==> src/rtl/proc_pkg.sv <==
// Shared types for the 16-bit processor controller: opcodes, FSM states and
// the ALU result-mux select codes.
package proc_pkg;

    typedef enum logic [3:0] {
        OP_NOOP  = 4'd0,
        OP_STORE = 4'd1,
        OP_LOAD  = 4'd2,
        OP_ADD   = 4'd3,
        OP_SUB   = 4'd4,
        OP_HALT  = 4'd5
    } opcode_t;

    typedef enum logic [3:0] {
        ST_INIT   = 4'd0,
        ST_FETCH  = 4'd1,
        ST_DECODE = 4'd2,
        ST_NOOP   = 4'd3,
        ST_STORE  = 4'd4,
        ST_LOAD_A = 4'd5,
        ST_LOAD_B = 4'd6,
        ST_ADD    = 4'd7,
        ST_SUB    = 4'd8,
        ST_HALT   = 4'd9
    } state_t;

    localparam logic [2:0] ALU_PASS = 3'd0;
    localparam logic [2:0] ALU_ADD  = 3'd1;
    localparam logic [2:0] ALU_SUB  = 3'd2;

endpackage

==> src/rtl/pc_counter.sv <==
// Program counter: synchronous active-low clear, increment enable, natural
// wrap at 2**PC_W.
module pc_counter #(
    parameter int unsigned PC_W = 7
) (
    input  logic            clk_i,
    input  logic            rst_ni,
    input  logic            inc_i,
    output logic [PC_W-1:0] pc_o
);

    logic [PC_W-1:0] pc_q;
    logic [PC_W-1:0] pc_d;

    always_comb begin
        pc_d = pc_q;
        if (inc_i) begin
            pc_d = pc_q + {{(PC_W-1){1'b0}}, 1'b1};
        end
    end

    always_ff @(posedge clk_i) begin
        if (!rst_ni) begin
            pc_q <= '0;
        end else begin
            pc_q <= pc_d;
        end
    end

    assign pc_o = pc_q;

endmodule

==> src/rtl/proc_controller.sv <==
// Fetch/decode/execute controller: owns the IR and the FSM, drives memory,
// register-file and ALU-mux controls as Moore outputs of state and IR.
module proc_controller
    import proc_pkg::*;
#(
    parameter int unsigned PC_W = 7,
    parameter int unsigned D_AW = 8
) (
    input  logic            clk,
    input  logic            rst_n,
    input  logic [15:0]     instr_in,
    output logic [PC_W-1:0] pc_addr,
    output logic [15:0]     ir_out,
    output logic [D_AW-1:0] d_addr,
    output logic            d_rd,
    output logic            d_wr,
    output logic [3:0]      rf_ra_addr,
    output logic [3:0]      rf_rb_addr,
    output logic [3:0]      rf_w_addr,
    output logic            rf_w_en,
    output logic            rf_s,
    output logic [2:0]      alu_sel,
    output logic [3:0]      state_out,
    output logic            halted
);

    state_t      state_q, state_d;
    logic [15:0] ir_q, ir_d;

    pc_counter #(
        .PC_W(PC_W)
    ) u_pc (
        .clk_i (clk),
        .rst_ni(rst_n),
        .inc_i (state_q == ST_FETCH),
        .pc_o  (pc_addr)
    );

    always_ff @(posedge clk) begin
        if (!rst_n) begin
            state_q <= ST_INIT;
            ir_q    <= '0;
        end else begin
            state_q <= state_d;
            ir_q    <= ir_d;
        end
    end

    always_comb begin
        ir_d    = ir_q;
        state_d = state_q;
        case (state_q)
            ST_INIT:   state_d = ST_FETCH;
            ST_FETCH: begin
                ir_d    = instr_in;
                state_d = ST_DECODE;
            end
            ST_DECODE: begin
                // Unassigned opcodes fall through to NOOP.
                case (ir_q[15:12])
                    OP_STORE: state_d = ST_STORE;
                    OP_LOAD:  state_d = ST_LOAD_A;
                    OP_ADD:   state_d = ST_ADD;
                    OP_SUB:   state_d = ST_SUB;
                    OP_HALT:  state_d = ST_HALT;
                    default:  state_d = ST_NOOP;
                endcase
            end
            ST_LOAD_A: state_d = ST_LOAD_B;
            ST_HALT:   state_d = ST_HALT;
            default:   state_d = ST_FETCH;
        endcase
    end

    always_comb begin
        d_addr  = '0;
        d_rd    = 1'b0;
        d_wr    = 1'b0;
        rf_w_en = 1'b0;
        rf_s    = 1'b0;
        alu_sel = ALU_PASS;
        halted  = 1'b0;
        case (state_q)
            ST_LOAD_A: begin
                d_addr = D_AW'(ir_q[11:4]);
                d_rd   = 1'b1;
            end
            ST_LOAD_B: begin
                d_addr  = D_AW'(ir_q[11:4]);
                d_rd    = 1'b1;
                rf_s    = 1'b1;
                rf_w_en = 1'b1;
            end
            ST_STORE: begin
                d_addr = D_AW'(ir_q[7:0]);
                d_wr   = 1'b1;
            end
            ST_ADD: begin
                alu_sel = ALU_ADD;
                rf_w_en = 1'b1;
            end
            ST_SUB: begin
                alu_sel = ALU_SUB;
                rf_w_en = 1'b1;
            end
            ST_HALT:  halted = 1'b1;
            default: ;
        endcase
    end

    assign ir_out     = ir_q;
    assign rf_ra_addr = ir_q[11:8];
    assign rf_rb_addr = ir_q[7:4];
    assign rf_w_addr  = ir_q[3:0];
    assign state_out  = state_q;

endmodule

==> config.mk <==
export PLATFORM = sky130hd
export DESIGN_NAME = proc_controller
export DESIGN_NICKNAME = d
export VERILOG_FILES = /design/src/rtl/proc_pkg.sv /design/src/rtl/pc_counter.sv /design/src/rtl/proc_controller.sv
export SDC_FILE = /design/constraint.sdc
export NUM_CORES = 1
export LEC_CHECK = 0
export BUFFER_PORTS_ARGS = -buffer_cell sky130_fd_sc_hd__buf_2
export CAP_MARGIN = 20
export CORE_MARGIN = 2
export CORE_UTILIZATION = 25
export CTS_BUF_LIST = sky130_fd_sc_hd__clkbuf_8
export CTS_CLUSTER_DIAMETER = 30
export DETAILED_ROUTE_END_ITERATION = 12
export PLACE_DENSITY = 0.49
export SYNTH_ARGS = -nofsm -noshare
export SYNTH_HDL_FRONTEND = slang
export SYNTH_SLANG_ARGS = --single-unit
==> constraint.sdc <==
create_clock -name clk -period 2.3 [get_ports clk]
set_input_delay 0.46 -clock clk [delete_from_list [all_inputs] [get_ports clk]]
set_output_delay 0.46 -clock clk [all_outputs]
set_load 0.01 [all_outputs]
After elaboration in Yosys (flattened, before gate mapping)
Index checks and enable logic that the tools add are counted.
{"block": "classes", "addsub": 1, "n_mul": 0, "n_div": 0, "n_lt_le_gt_ge": 0, "n_eq_ne": 13, "shifts": 0, "mux": 9, "bitwise": 0, "reduce_logical": 2}
{"op": "$eq 4x3->1 const B", "n": 6}
{"op": "$pmux 4 s5", "n": 1}
{"op": "$pmux 4 s4", "n": 1}
{"op": "$pmux 8 s2", "n": 1}
{"op": "$eq 4x2->1 const B", "n": 3}
{"op": "$eq 4x1->1 const B", "n": 2}
{"op": "$eq 4x4->1 const B", "n": 2}
{"op": "$add 7x1->7 const B", "n": 1}
{"op": "$mux 1", "n": 5}
{"op": "$pmux 2 s2", "n": 1}
{"op": "$reduce_or 3->1", "n": 1}
{"op": "$reduce_or 2->1", "n": 1}
{"block": "totals", "ff_bits": 27, "latchBits": 0, "mem_bits_rw": 0, "mem_bits_ro": 0, "inputBits": 18, "output_inout_bits": 55, "word_cells": 28, "n_memories": 0}

Longest topological paths before layout
{"block": "depth", "ltp_word": 3, "depth_mapped": 6, "depth_no_buf": 4}

Hierarchy
From an unflattened synthesis, not the netlist that was laid out.
{"block": "unflattened", "cells_unflattened": 156, "hier_area_um2": 1360.1}
{"module": "proc_controller", "instances": 1, "cells_per_inst": 127, "area_per_inst_um2": 1069.8, "seq_area_each_um2": 400.4}
{"module": "pc_counter", "instances": 1, "cells_per_inst": 29, "area_per_inst_um2": 290.3, "seq_area_each_um2": 140.1}

Worst setup path after synthesis
No wires, ideal clock.
{"block": "synth_timing", "path_kind": "register to output", "startpoint": "register state_q[3] (netlist: state_out[3])", "endpoint": "output d_addr[0]", "arrival_time_ns": 1.622, "t_required_ns": 1.840, "path_slack_ns": 0.218, "path_stages_with_launch": 5, "path_buffers": 1, "cell_sequence": "dfxtp_1 -> buf_2 -> nand2b_1 -> nor3_1 -> a22o_1"}
{"block": "synth_via", "elab_chain_cells": 3, "word_cells_on_any_way": 5, "cone_classes": "eq/ne: 3; mux: 1; reduce/logical: 1"}
{"item": "from (decl)", "line": "proc_controller.sv:27", "rtl": "state_t state_q, state_d;"}
{"item": "from (signal assigned)", "line": "proc_controller.sv:44", "rtl": "state_q <= state_d;"}
{"item": "$eq 4x3->1", "line": "proc_controller.sv:83", "rtl": "case (state_q)"}
{"item": "$reduce_or 2->1 (no line)"}
{"item": "$pmux 8 s2 *", "line": "proc_controller.sv:83"}
{"item": "to (decl)", "line": "proc_controller.sv:14", "rtl": "output logic [D_AW-1:0] d_addr,"}
Mark *: on every way between the ends. The rest lies on a longest branch, timed or not.

Worst setup path after layout
{"block": "layout_timing", "startpoint": "register state_q[3] (netlist: state_out[3])", "endpoint": "output d_addr[5]"}
The elaborated chain is that of the path after synthesis.

==> results.yml <==
outcome:
  status: "completed"
sta:
  max_freq_ghz: 0.480
  setup_tns_ns: 0
  period_share_pct: 90.5
  finalHoldViolCount: 0
  setup_viol: 0
  rsz0062_at_grt: "false"
  fin_worst_skew_ns: 0.00555
  drv_slew: 0
  period_minus_slack_ns: 2.08
clocking:
  ctsHoldBuffers: 0
  clockBufferDepth: 2
  cts_root_buffer: "clkbuf_8"
  clk_latency_ns: 0.28
  cts-htree-levels: 1
  clk_pin_slew_ns: 0.10
  cts_tree: "done"
  post-cts-setup-buffers: 0
  postCtsResizedCells: 0
  clkSinkCount: 27
  numCtsBuffers: 3
place:
  place_area_mm2: 0.00166
  placed_cells: 288
  hpwlAfterDp_um: 2640
  portBuffers: 71
  place_congestion: 0.785
die:
  die_height_um: 76.2
  core_mm2: 0.00507
  ios: 73
  num_rows: 26
  dieArea_mm2: 0.00581
  initial_core_util_pct: 25.7
  die_x_um: 76.2
synth:
  syn_inst: 162
  syn_area_per_cell_um2: 8.05
  synth_area_mm2: 0.00130
  synth-main-ff-cell: "dfxtp_1"
  ys_async_sr_fraction_pct: 0
  synth-seq-cells: 27
  ys_seq_area_share_pct: 41.5
  synth-edff-count: 0
  syn_nets: 181
  synth_warnings: 0
  ys_types: 32
finish:
  nNetsFinal: 242
  post_route_cells_drive_above_1_share_pct: 37.4
  finalNonFillerCells: 292
  fillers: 575
  syn_to_final_growth_pct: 31.3
  diodes: 0
  fin_area_mm2: 0.00171
worst_setup_path:
  endpoint_kind: "output port"
  critical_path_arrival_ns: 1.62
  startpoint_type: "flip-flop"
  required_ns: 1.84
  cp_max_fo: 10
  critPathKind: "flip-flop to output port"
power_and_ir_drop:
  peakVddDrop_v: 0.000196
  powerDensity_mw_per_mm2: 634
  p_leak_nw: 0.830
drt:
  antenna_left: 0
  drt_iter0_drc: 38
  drcViolationCount: 0
  vias: 1292
  drt-total-wl_um: 3600
  drt_pre_antenna_iters: 4
  avgViaCountPerCell: 4.42
  wire_per_inst_um: 12.3
flow_run:
  maxCapViolations: 0
global_routing:
  antenna_found_initial: 0
  overflow: 0
  grt_pass1_wl_um: 5730
  grtUsageTotal_pct: 12.0
  grt_max_degree: 19
  grt_pass1_vias: 1196
min_path:
  hold_class: "input port to flip-flop"
==> synthesized netlist by cell type, types with 2 or more instances <==
cell      instances  share of area [%]
o31ai_1           2                1.2
inv_1             2               0.58
or4_1             3                1.7
nand2b_1          4                1.9
nand3_1           2               0.77
nand2_1          37                 11
or3_1             3                1.4
o21ai_0           4                1.5
a21oi_1          25                9.6
buf_2             2               0.77
a22o_1            9                6.0
dfxtp_1          27                 41
clkbuf_1          5                1.4
xnor2_1           2                1.3
nor2_1            5                1.4
nor2b_1           2               0.96
buf_4            13                7.5
==> per-stage QoR <==
| step | hold slack [ns] | power (mW) | util [%] | setup slack, ns |
|---|---|---|---|---|
| after floorplan | 0.496 | 0.733 | - | 0.218 |
| after global placement | 0.469 | 0.821 | 32.8 | 0.361 |
| after detailed placement | 0.480 | 0.820 | 32.8 | 0.334 |
| after CTS | 0.399 | 1.11 | 33.7 | 0.191 |
| after global routing | 0.398 | 1.16 | 33.7 | 0.117 |
| final | 0.409 | 1.09 | 33.7 | 0.219 |
==> cells in the final DEF, fill, tap and decap left out, types with 3 or more instances in the layout <==
cell type | netlist | layout
or4_1 | 3 | 3
dfxtp_1 | 27 | 27
nand2_1 | 37 | 37
a22o_1 | 9 | 9
a21oi_1 | 25 | 25
clkbuf_8 | 0 | 3
nor2_1 | 5 | 5
buf_4 | 13 | 6
o21ai_0 | 4 | 4
or3_1 | 3 | 3
buf_2 | 2 | 71
nand2b_1 | 4 | 4
==> per-layer routing <==
metal / wire length (um) / vias to the layer above / track usage [%]
li1: - / 662 / -
met1: 1780 / 582 / 15.8
met2: 1570 / 46 / 19.2
met3: 215 / 2 / 2.84
met4: 34 / 0 / 4.36
met5: 0 / - / 0
==> critical path, cell delays in order (launching register included) <==
cell and delay [ns]:
dfxtp_1 0.53, nand2b_1 0.20, nor3_1 0.06, buf_4 0.18, a22o_1 0.24, buf_2 0.14
==> where the power goes <==
group / leakage, nW / switching (mW) / internal [mW]
sequential: 0.220 / 0.0454 / 0.505
combinational: 0.588 / 0.144 / 0.108
clock: 0.0217 / 0.159 / 0.123
total: 0.830 / 0.349 / 0.737
==> kinds of logic after synthesis <==
group                      Yosys count  share of synthesized area, %
and+or+nand+nor                     65                          24.6
AOI/OAI and AO/OA                   42                          19.6
DFF                                 27                          41.5
buffers and inverters               23                          11.1
xor gates and xnor gates             3                          2.02
adders and majority gates            1                         0.960
other                                1                         0.288
==> cell type report <==
cell class / count / area (um^2) / share of cell area [%]
tap: 70 / 87.6 / 5.12
clock buffer: 3 / 41.3 / 2.41
timing repair buffer: 77 / 400 / 23.4
clock inverter: 1 / 7.51 / 0.439
multi-input combinational: 112 / 627 / 36.6
sequential: 27 / 541 / 31.6
inverter: 2 / 7.51 / 0.439
==> flip-flops by register name, summed over array words and instances, names as in the netlist <==
name / cells
ir_out: 16
u_pc.pc_o: 7
state_out: 4
==> path summary, 6_finish.rpt <==
check                  to         start  slack (ns)  depth (start not counted)
max             d_addr[5]  state_out[3]        0.22                          5
min             ir_out[6]   instr_in[6]        0.41                          3
max reg2reg  u_pc.pc_o[6]  state_out[3]        0.34                          3
min reg2reg    ir_out[10]    ir_out[10]        0.49                          2
(Power assumes the default switching activity.)
